File: config.mk
export PLATFORM = sky130hd
export DESIGN_NAME = byte_unstriping
export DESIGN_NICKNAME = d
export VERILOG_FILES = /design/src/rtl/byte_unstriping_pkg.sv /design/src/rtl/byte_unstriping_pair_fifo.sv /design/src/rtl/byte_unstriping.sv
export SDC_FILE = /design/constraint.sdc
export NUM_CORES = 1
export LEC_CHECK = 0
export BUFFER_PORTS_ARGS = -buffer_cell sky130_fd_sc_hd__buf_2
export CORE_ASPECT_RATIO = 0.6
export CORE_MARGIN = 1
export CORE_UTILIZATION = 38
export DETAILED_ROUTE_END_ITERATION = 12
export PLACE_DENSITY_LB_ADDON = 0.1
export SKIP_CTS_REPAIR_TIMING = 1
export SYNTH_ARGS = -nofsm -noshare
export SYNTH_HDL_FRONTEND = slang
export SYNTH_SLANG_ARGS = --single-unit
File: constraint.sdc
create_clock -name clk_2f -period 2.5 [get_ports clk_2f]
set_input_delay 0 -clock clk_2f [delete_from_list [all_inputs] [get_ports clk_2f]]
set_output_delay 0 -clock clk_2f [all_outputs]
set_load 0.1 [all_outputs]
File: src/rtl/byte_unstriping_pkg.sv
// Shared definitions for the receive-side byte unstriper.
package byte_unstriping_pkg;

   localparam int unsigned DEF_DATA_W     = 8;
   localparam int unsigned DEF_FIFO_DEPTH = 4;

   // Output sequencer states: nothing shown, even byte shown, odd byte shown
   typedef enum logic [1:0] {
      ST_IDLE  = 2'd0,
      ST_SEND0 = 2'd1,
      ST_SEND1 = 2'd2
   } state_t;

endpackage

File: src/rtl/byte_unstriping_pair_fifo.sv
// Synchronous FIFO holding {lane_1, lane_0} pairs; pointers carry one extra wrap bit.
module byte_unstriping_pair_fifo #(
   parameter int unsigned WIDTH = 16,
   parameter int unsigned DEPTH = 4
) (
   input  logic             clk,
   input  logic             rst_n,
   input  logic             push,
   input  logic [WIDTH-1:0] wdata,
   input  logic             pop,
   output logic [WIDTH-1:0] head,
   output logic             full,
   output logic             empty
);

   localparam int unsigned AW = $clog2(DEPTH);

   logic [AW:0]      wptr;
   logic [AW:0]      rptr;
   logic [WIDTH-1:0] mem [DEPTH];
   logic             do_push;
   logic             do_pop;

   assign empty   = (wptr == rptr);
   assign full    = (wptr[AW] != rptr[AW]) && (wptr[AW-1:0] == rptr[AW-1:0]);
   assign do_push = push && !full;
   assign do_pop  = pop && !empty;
   assign head    = mem[rptr[AW-1:0]];

   // Pointer update; wrap bit distinguishes full from empty
   always_ff @(posedge clk or negedge rst_n) begin
      if (!rst_n) begin
         wptr <= '0;
         rptr <= '0;
      end else begin
         if (do_push) wptr <= wptr + (AW+1)'(1);
         if (do_pop)  rptr <= rptr + (AW+1)'(1);
      end
   end

   // Storage write; contents are only read while the FIFO is non-empty
   always_ff @(posedge clk) begin
      if (do_push) mem[wptr[AW-1:0]] <= wdata;
   end

endmodule

File: src/rtl/byte_unstriping.sv
// Merges even/odd byte lanes back into one byte stream through a pair FIFO.
module byte_unstriping
   import byte_unstriping_pkg::*;
#(
   parameter int unsigned DATA_W     = DEF_DATA_W,
   parameter int unsigned FIFO_DEPTH = DEF_FIFO_DEPTH
) (
   input  logic              clk_2f,
   input  logic              reset,
   input  logic              valid_0,
   input  logic [DATA_W-1:0] lane_0,
   input  logic              valid_1,
   input  logic [DATA_W-1:0] lane_1,
   output logic              ready_out,
   output logic              valid_out,
   output logic [DATA_W-1:0] data_out,
   output logic              align_err,
   output logic              fifo_full,
   output logic              fifo_empty
);

   state_t              state;
   logic                push;
   logic                pop;
   logic [2*DATA_W-1:0] head;

   assign ready_out = !fifo_full;
   assign push      = valid_0 && valid_1 && ready_out;
   // Head is retired on the edge that moves its odd byte onto data_out
   assign pop       = (state == ST_SEND0);

   byte_unstriping_pair_fifo #(
      .WIDTH (2*DATA_W),
      .DEPTH (FIFO_DEPTH)
   ) u_fifo (
      .clk   (clk_2f),
      .rst_n (reset),
      .push  (push),
      .wdata ({lane_1, lane_0}),
      .pop   (pop),
      .head  (head),
      .full  (fifo_full),
      .empty (fifo_empty)
   );

   // Lanes disagreeing on valid while a pair could be taken: flag for one cycle
   always_ff @(posedge clk_2f or negedge reset) begin
      if (!reset) align_err <= 1'b0;
      else        align_err <= (valid_0 ^ valid_1) && ready_out;
   end

   // Output sequencer: even byte, then odd byte, back-to-back while data remains
   always_ff @(posedge clk_2f or negedge reset) begin
      if (!reset) begin
         state     <= ST_IDLE;
         valid_out <= 1'b0;
         data_out  <= '0;
      end else begin
         case (state)
            ST_IDLE: begin
               if (!fifo_empty) begin
                  state     <= ST_SEND0;
                  valid_out <= 1'b1;
                  data_out  <= head[DATA_W-1:0];
               end
            end
            ST_SEND0: begin
               state    <= ST_SEND1;
               data_out <= head[2*DATA_W-1:DATA_W];
            end
            ST_SEND1: begin
               if (!fifo_empty) begin
                  state     <= ST_SEND0;
                  valid_out <= 1'b1;
                  data_out  <= head[DATA_W-1:0];
               end else begin
                  state     <= ST_IDLE;
                  valid_out <= 1'b0;
                  data_out  <= '0;
               end
            end
            default: begin
               state     <= ST_IDLE;
               valid_out <= 1'b0;
               data_out  <= '0;
            end
         endcase
      end
   end

endmodule

* Word level (Yosys, flattened, before mapping) *
Memory sizes are Yosys's and may differ from the RTL's.
Cells that the tools add are included.

operators by class
  add/subtract/negate cells = 2
  equality and inequality tests = 6
  muxes and demuxes = 11
  bitwise operators = 2
  reductions and logical operators = 10

operators with widths
  kind                                                              number
  8-bit one-hot mux with 3 select lines                             1
  8-bit 2-to-1 mux                                                  2
  3-bit by 1-bit adder with 3-bit output (second input constant)    2
  1-bit logical AND                                                 6
  2-bit one-hot mux with 3 select lines                             1
  1-bit 2-to-1 mux                                                  5
  3-bit == test                                                     1
  1-bit one-hot mux with 3 select lines                             1
  2-bit by 1-bit == test with 1-bit output (second input constant)  1
  2-bit == test                                                     1
  2-bit == test (second input constant)                             1
  1-bit logical NOT                                                 2
  2-bit logical NOT                                                 1
  2-bit 2-to-1 mux                                                  1
  2-bit inequality test (second input constant)                     1
  2-bit AND reduction                                               1
  1-bit inequality test                                             1
  1-bit inverter                                                    1
  1-bit XOR                                                         1

word-level totals
  register bits after elaboration = 18
  bits in writable memories = 64
  bits of input ports = 20
  output and inout port bits = 13
  memories = 1

memories
  memory      depth  width  rd ports  clocked after memory_dff  wr ports  RTL line                         RTL
  u_fifo.mem  4      16     1         0                         1         byte_unstriping_pair_fifo.sv:20  logic [WIDTH-1:0] mem [DEPTH];

* Depth between registers and ports, before layout *
  depth in word-level cells = 7
  depth in mapped cells = 5
  mapped depth without buffers = 4

* Modules after synthesis *
From an unflattened synthesis, not the netlist that was laid out.

unflattened totals
  cells, all modules = 173
  area, all modules = 3380.7 um^2

by module, submodules not included
  module                     instances  cells each  area each (um^2)  sequential area each (um^2)
  byte_unstriping_pair_fifo  1          132         2829.0            2072.0
  byte_unstriping            1          41          551.8             300.3

* Worst setup path after synthesis *
No wires, ideal clock.

  path kind = reg2reg
  start = register u_fifo.rptr[1]
  end = memory u_fifo.mem[0][0], enable pin
  setup time = 320 ps
  data arrival time = 4420 ps
  path slack = -2240 ps
  cell stages (with the launch flop) = 6
  clock period less this slack = 4740 ps
  cell sequence = dfrtp_1 -> buf_6 -> xor2_1 -> nor3_1 -> inv_2 -> and3_1

on the way
  cells in the longest elaborated chain, start to end = 7

RTL lines
  element                                   RTL line                         RTL
  start, declared                           byte_unstriping_pair_fifo.sv:19  logic [AW:0] rptr;
  start signal, assigned                    byte_unstriping_pair_fifo.sv:37  if (do_pop) rptr <= rptr + (AW+1)'(1);
  2-bit == test *                           byte_unstriping_pair_fifo.sv:25  assign full = (wptr[AW] != rptr[AW]) && (wptr[AW-1:0] == rptr[AW-1:0]);
  1-bit logical AND *                       byte_unstriping_pair_fifo.sv:25
  net fifo_full                             byte_unstriping.sv:18            output logic fifo_full,
  1-bit logical NOT *                       byte_unstriping.sv:27            assign ready_out = !fifo_full;
  net ready_out                             byte_unstriping.sv:14            output logic ready_out,
  1-bit logical AND                         byte_unstriping.sv:28            assign push = valid_0 && valid_1 && ready_out;
  1-bit logical AND *                       byte_unstriping_pair_fifo.sv:26  assign do_push = push && !full;
  1-bit 2-to-1 mux *                        byte_unstriping_pair_fifo.sv:43  if (do_push) mem[wptr[AW-1:0]] <= wdata;
  1-bit 2-to-1 mux (implied by the code) *  byte_unstriping_pair_fifo.sv:43
  end, declared                             byte_unstriping_pair_fifo.sv:20

The timed path passes the listed nets; every way through them passes the cells marked *.

* Worst setup path in the final report *
  start = register u_fifo.wptr[2]
  end = memory u_fifo.mem[1][6], enable pin

on the way
  cells in the longest elaborated chain, start to end = 7

RTL lines
  element                                   RTL line                                                RTL
  start, declared                           byte_unstriping_pair_fifo.sv:18                         logic [AW:0] wptr;
  start signal, assigned                    byte_unstriping_pair_fifo.sv:36                         if (do_push) wptr <= wptr + (AW+1)'(1);
  1-bit inequality test *                   byte_unstriping_pair_fifo.sv:25
  1-bit logical AND *                       byte_unstriping_pair_fifo.sv:25
  1-bit logical NOT *                       byte_unstriping_pair_fifo.sv:26, byte_unstriping.sv:27
  1-bit logical AND                         byte_unstriping.sv:28
  1-bit logical AND *                       byte_unstriping_pair_fifo.sv:26
  1-bit 2-to-1 mux *                        byte_unstriping_pair_fifo.sv:43
  1-bit 2-to-1 mux (implied by the code) *  byte_unstriping_pair_fifo.sv:43

Every way passes the cells marked *; elsewhere a longest branch is shown, timed or not.

==> summary.md <==
| Metric | Value |
|---|---|
| Vias in the first global route | 1848 |
| Tightest Hold Check Type | input pin to flip-flop |
| Max Cap Viol | 0 |
| I/O pins | 33 |
| CTS tree | done |
| DIE AREA | 0.00938 sq mm |
| Mapped Cells | 177 |
| IO buf count | 32 |
| Final slew viol count | 0 |
| Vias per Instance | 5.09 |
| Layout Cells excl Fill | 354 |
| Synthesis Warnings | 0 |
| #FFs+latches synth | 82 |
| Synthesized-area fraction occupied by adder cells | 0.0220 |
| Diodes inserted | 0 |
| Period minus WS final | 1.95 ns |
| Internal reg-to-reg setup slack | 0.55 ns |
| Most common cell after layout, fill and taps aside | edfxtp_1 |
| Die height | 75.4 microns |
| CP required | 2.48 ns |
| WL final | 6.59 mm |
| Slowest cell on the critical path | and3_2 |
| Area grow syn2layout | 23.9% |
| Busiest layer in global routing | met2 |
| Clk slew on worst S/H paths | 0.05 ns |
| Largest net degree at the start of global routing | 20 |
| Syn nets | 203 |
| Row count | 26 |
| Netlist Area Pre-Place | 0.00341 sq mm |
| Status | complete, no violations |
| Worst Path Buf+Inv | 1 |
| Die W | 124 microns |
| Clk_lat worst skew | 0.33 ns |
| Fmax | 0.512 GHz |
| Final net count | 263 |
| Synth Area in Compound Gates | 0.0568 |
| Startpoint class of the critical path | flip-flop |
| GRT met3 Usage | 0.0632 |
| Largest family of logic cells by synthesized area | multiplexers |
| CTS Buf Count | 9 |
| Hold Path Origin | valid_0 |
| M2 GR Usage | 0.242 |
| CP cell instances | xnor2_1 > nor3_4 > inv_6 > and3_2 |
| FF-to-FF Start | u_fifo.wptr[2]$_DFFE_PN0P_ |
| First-pass GRT wire length | 10.4 mm |
| Vias | 1802 |
| Kind of critical path | flip-flop to flip-flop |
| Critical Path AT | 1.93 ns |
| Initial antenna violation count | 0 |
| Post-DRT Antenna Nets | 0 |
| Hpwl dp | 4.38 mm |
| M1 GR Usage | 0.206 |
| Crit path max-delay family | simple AND/OR/NAND/NOR gates |
| Post-Synth Simple-Gate Area | 0.0282 |
| Sequential share of the synthesized area | 0.695 |
| H-tree levels | 3 |
| Max_slew headroom | 0.650 |
| Share of cells above drive strength 1 | 0.293 |
| # placed instances | 320 |
| Worst Path Max Fanout | 16 |
| Period utilization | 0.781 |
| Critical path origin | u_fifo.wptr[2]$_DFFE_PN0P_ |
| GRT overflow | 0 |
| GRT Total Usage | 0.157 |
| XOR/XNOR share of the synthesized area | 0.0334 |
| Syn_area_per_cell | 19.3 sq um |
| Netlist cell types | 31 |
| Starting density of the core | 0.396 |
| GPL Wtd Cong | 0.782 |
| Core area | 0.00862 sq mm |
| Fin Setup TNS | 0 ns |
| Post-route DRC | 0 |
| Worst Skew | 0.00600 ns |
| Bufs on Longest Clock Path | 2 |
| Clock root cell | clkbuf_16 |
| Worst setup EP type | flip-flop |
| Multiplexer share of the synthesized area | 0.128 |
| First-pass DRT Iterations | 6 |
| RSZ-0062 raised after global routing | false |
| Clock Sinks | 82 |
| Max stage delay on crit path | 0.50 ns |
| Most frequent cells in the layout | edfxtp_1 (64), buf_2 (29), dfrtp_1 (18), dlygate4sd3_1 (18) |
| Final setup viols | 0 |
| Hold_ws | 0.00117 ns |
| Starting DRT DRC Count | 162 |
| Hold Fails Final Rpt | 0 |
| Post-DR wirelength/cell | 18.6 microns |
| Slew @ Worst Pin | 0.524 ns |
## worst reg2reg max path, cell delays in order, from the launching register on
cell	delay [ns]
dfrtp_1	0.41
xnor2_1	0.44
nor3_4	0.14
inv_6	0.10
and3_2	0.50
## through the flow
stage / setup WS, ns / instance area (sq um) / utilization
after detailed placement: 0.522 / 3770 / 0.437
after floorplan: -0.0842 / 3430 / -
after CTS: 0.516 / 4050 / 0.470
after global placement: 0.566 / 3770 / 0.437
after global routing: 0.452 / 4230 / 0.490
final: 0.548 / 4230 / 0.490
## state kept, by name, summed over array words and instances, names as in the netlist
register	count
align_err	1
u_fifo.mem	64
u_fifo.wptr	3
data_out	8
u_fifo.rptr	3
valid_out	1
state	2
## cell usage after synthesis (all sizes together)
cell type  number  area [sq um]
edfxtp         64          1920
mux2            2          30.0
xnor2           5          62.6
nand4           1          12.5
a31oi           1          6.26
o31ai           1          12.5
inv            13          48.8
and3            3          18.8
nand2           9          33.8
dfrtp          18           450
buf             8          73.8
nor2            1          3.75
and2            1          6.26
nor3            2          15.0
nor2b           1          6.26
xor2            5          51.3
ha              6          75.1
mux4           16           405
o2bb2ai         1          8.76
o311ai         17           156
clkbuf          1          3.75
o31a            1          10.0
## worst paths after layout
| kind | endpoint | depth (start not counted) |
|---|---|---|
| min in group asynchronous | state[0]$_DFFE_PN0P_ | 2 |
| min reg2reg | valid_out$_DFFE_PN0P_ | 1 |
| min | align_err$_DFF_PN0_ | 3 |
| max reg2reg | u_fifo.mem[1][6]$_DFFE_PP_ | 4 |
| max in group asynchronous | u_fifo.rptr[1]$_DFFE_PN0P_ | 2 |
| max | u_fifo.mem[1][6]$_DFFE_PP_ | 4 |
## final cells by class
| type | count | area (sq um) |
|---|---|---|
| Tap cell | 112 | 140 |
| Clock inverter | 4 | 43.8 |
| Clock buffer | 12 | 236 |
| Timing Repair Buffer | 58 | 445 |
| Inverter | 13 | 53.8 |
| Fill cell | 714 | 4390 |
| Multi-Input combinational cell | 73 | 936 |
| Sequential cell | 82 | 2370 |
## routing by layer
metal	wire length [microns]	vias up	share of wire
li1	-	836	-
met1	3260	922	0.49
met2	3000	39	0.46
met3	294	5	0.045
met4	33	0	0.0050
met5	0	-	0
## logic make-up (layout without fill, tap and decap cells)
group	Yosys count	after routing
DFF	82	82
and+or+nand+nor	18	18
muxes	18	18
adders and majority gates	6	6
buffers and inverters	22	87
AOI/OAI and AO/OA	21	21
xor gates and xnor gates	10	10
Power is not shown: default switching activity piles up to over one toggle a cycle in this logic, so the estimate is an artifact.
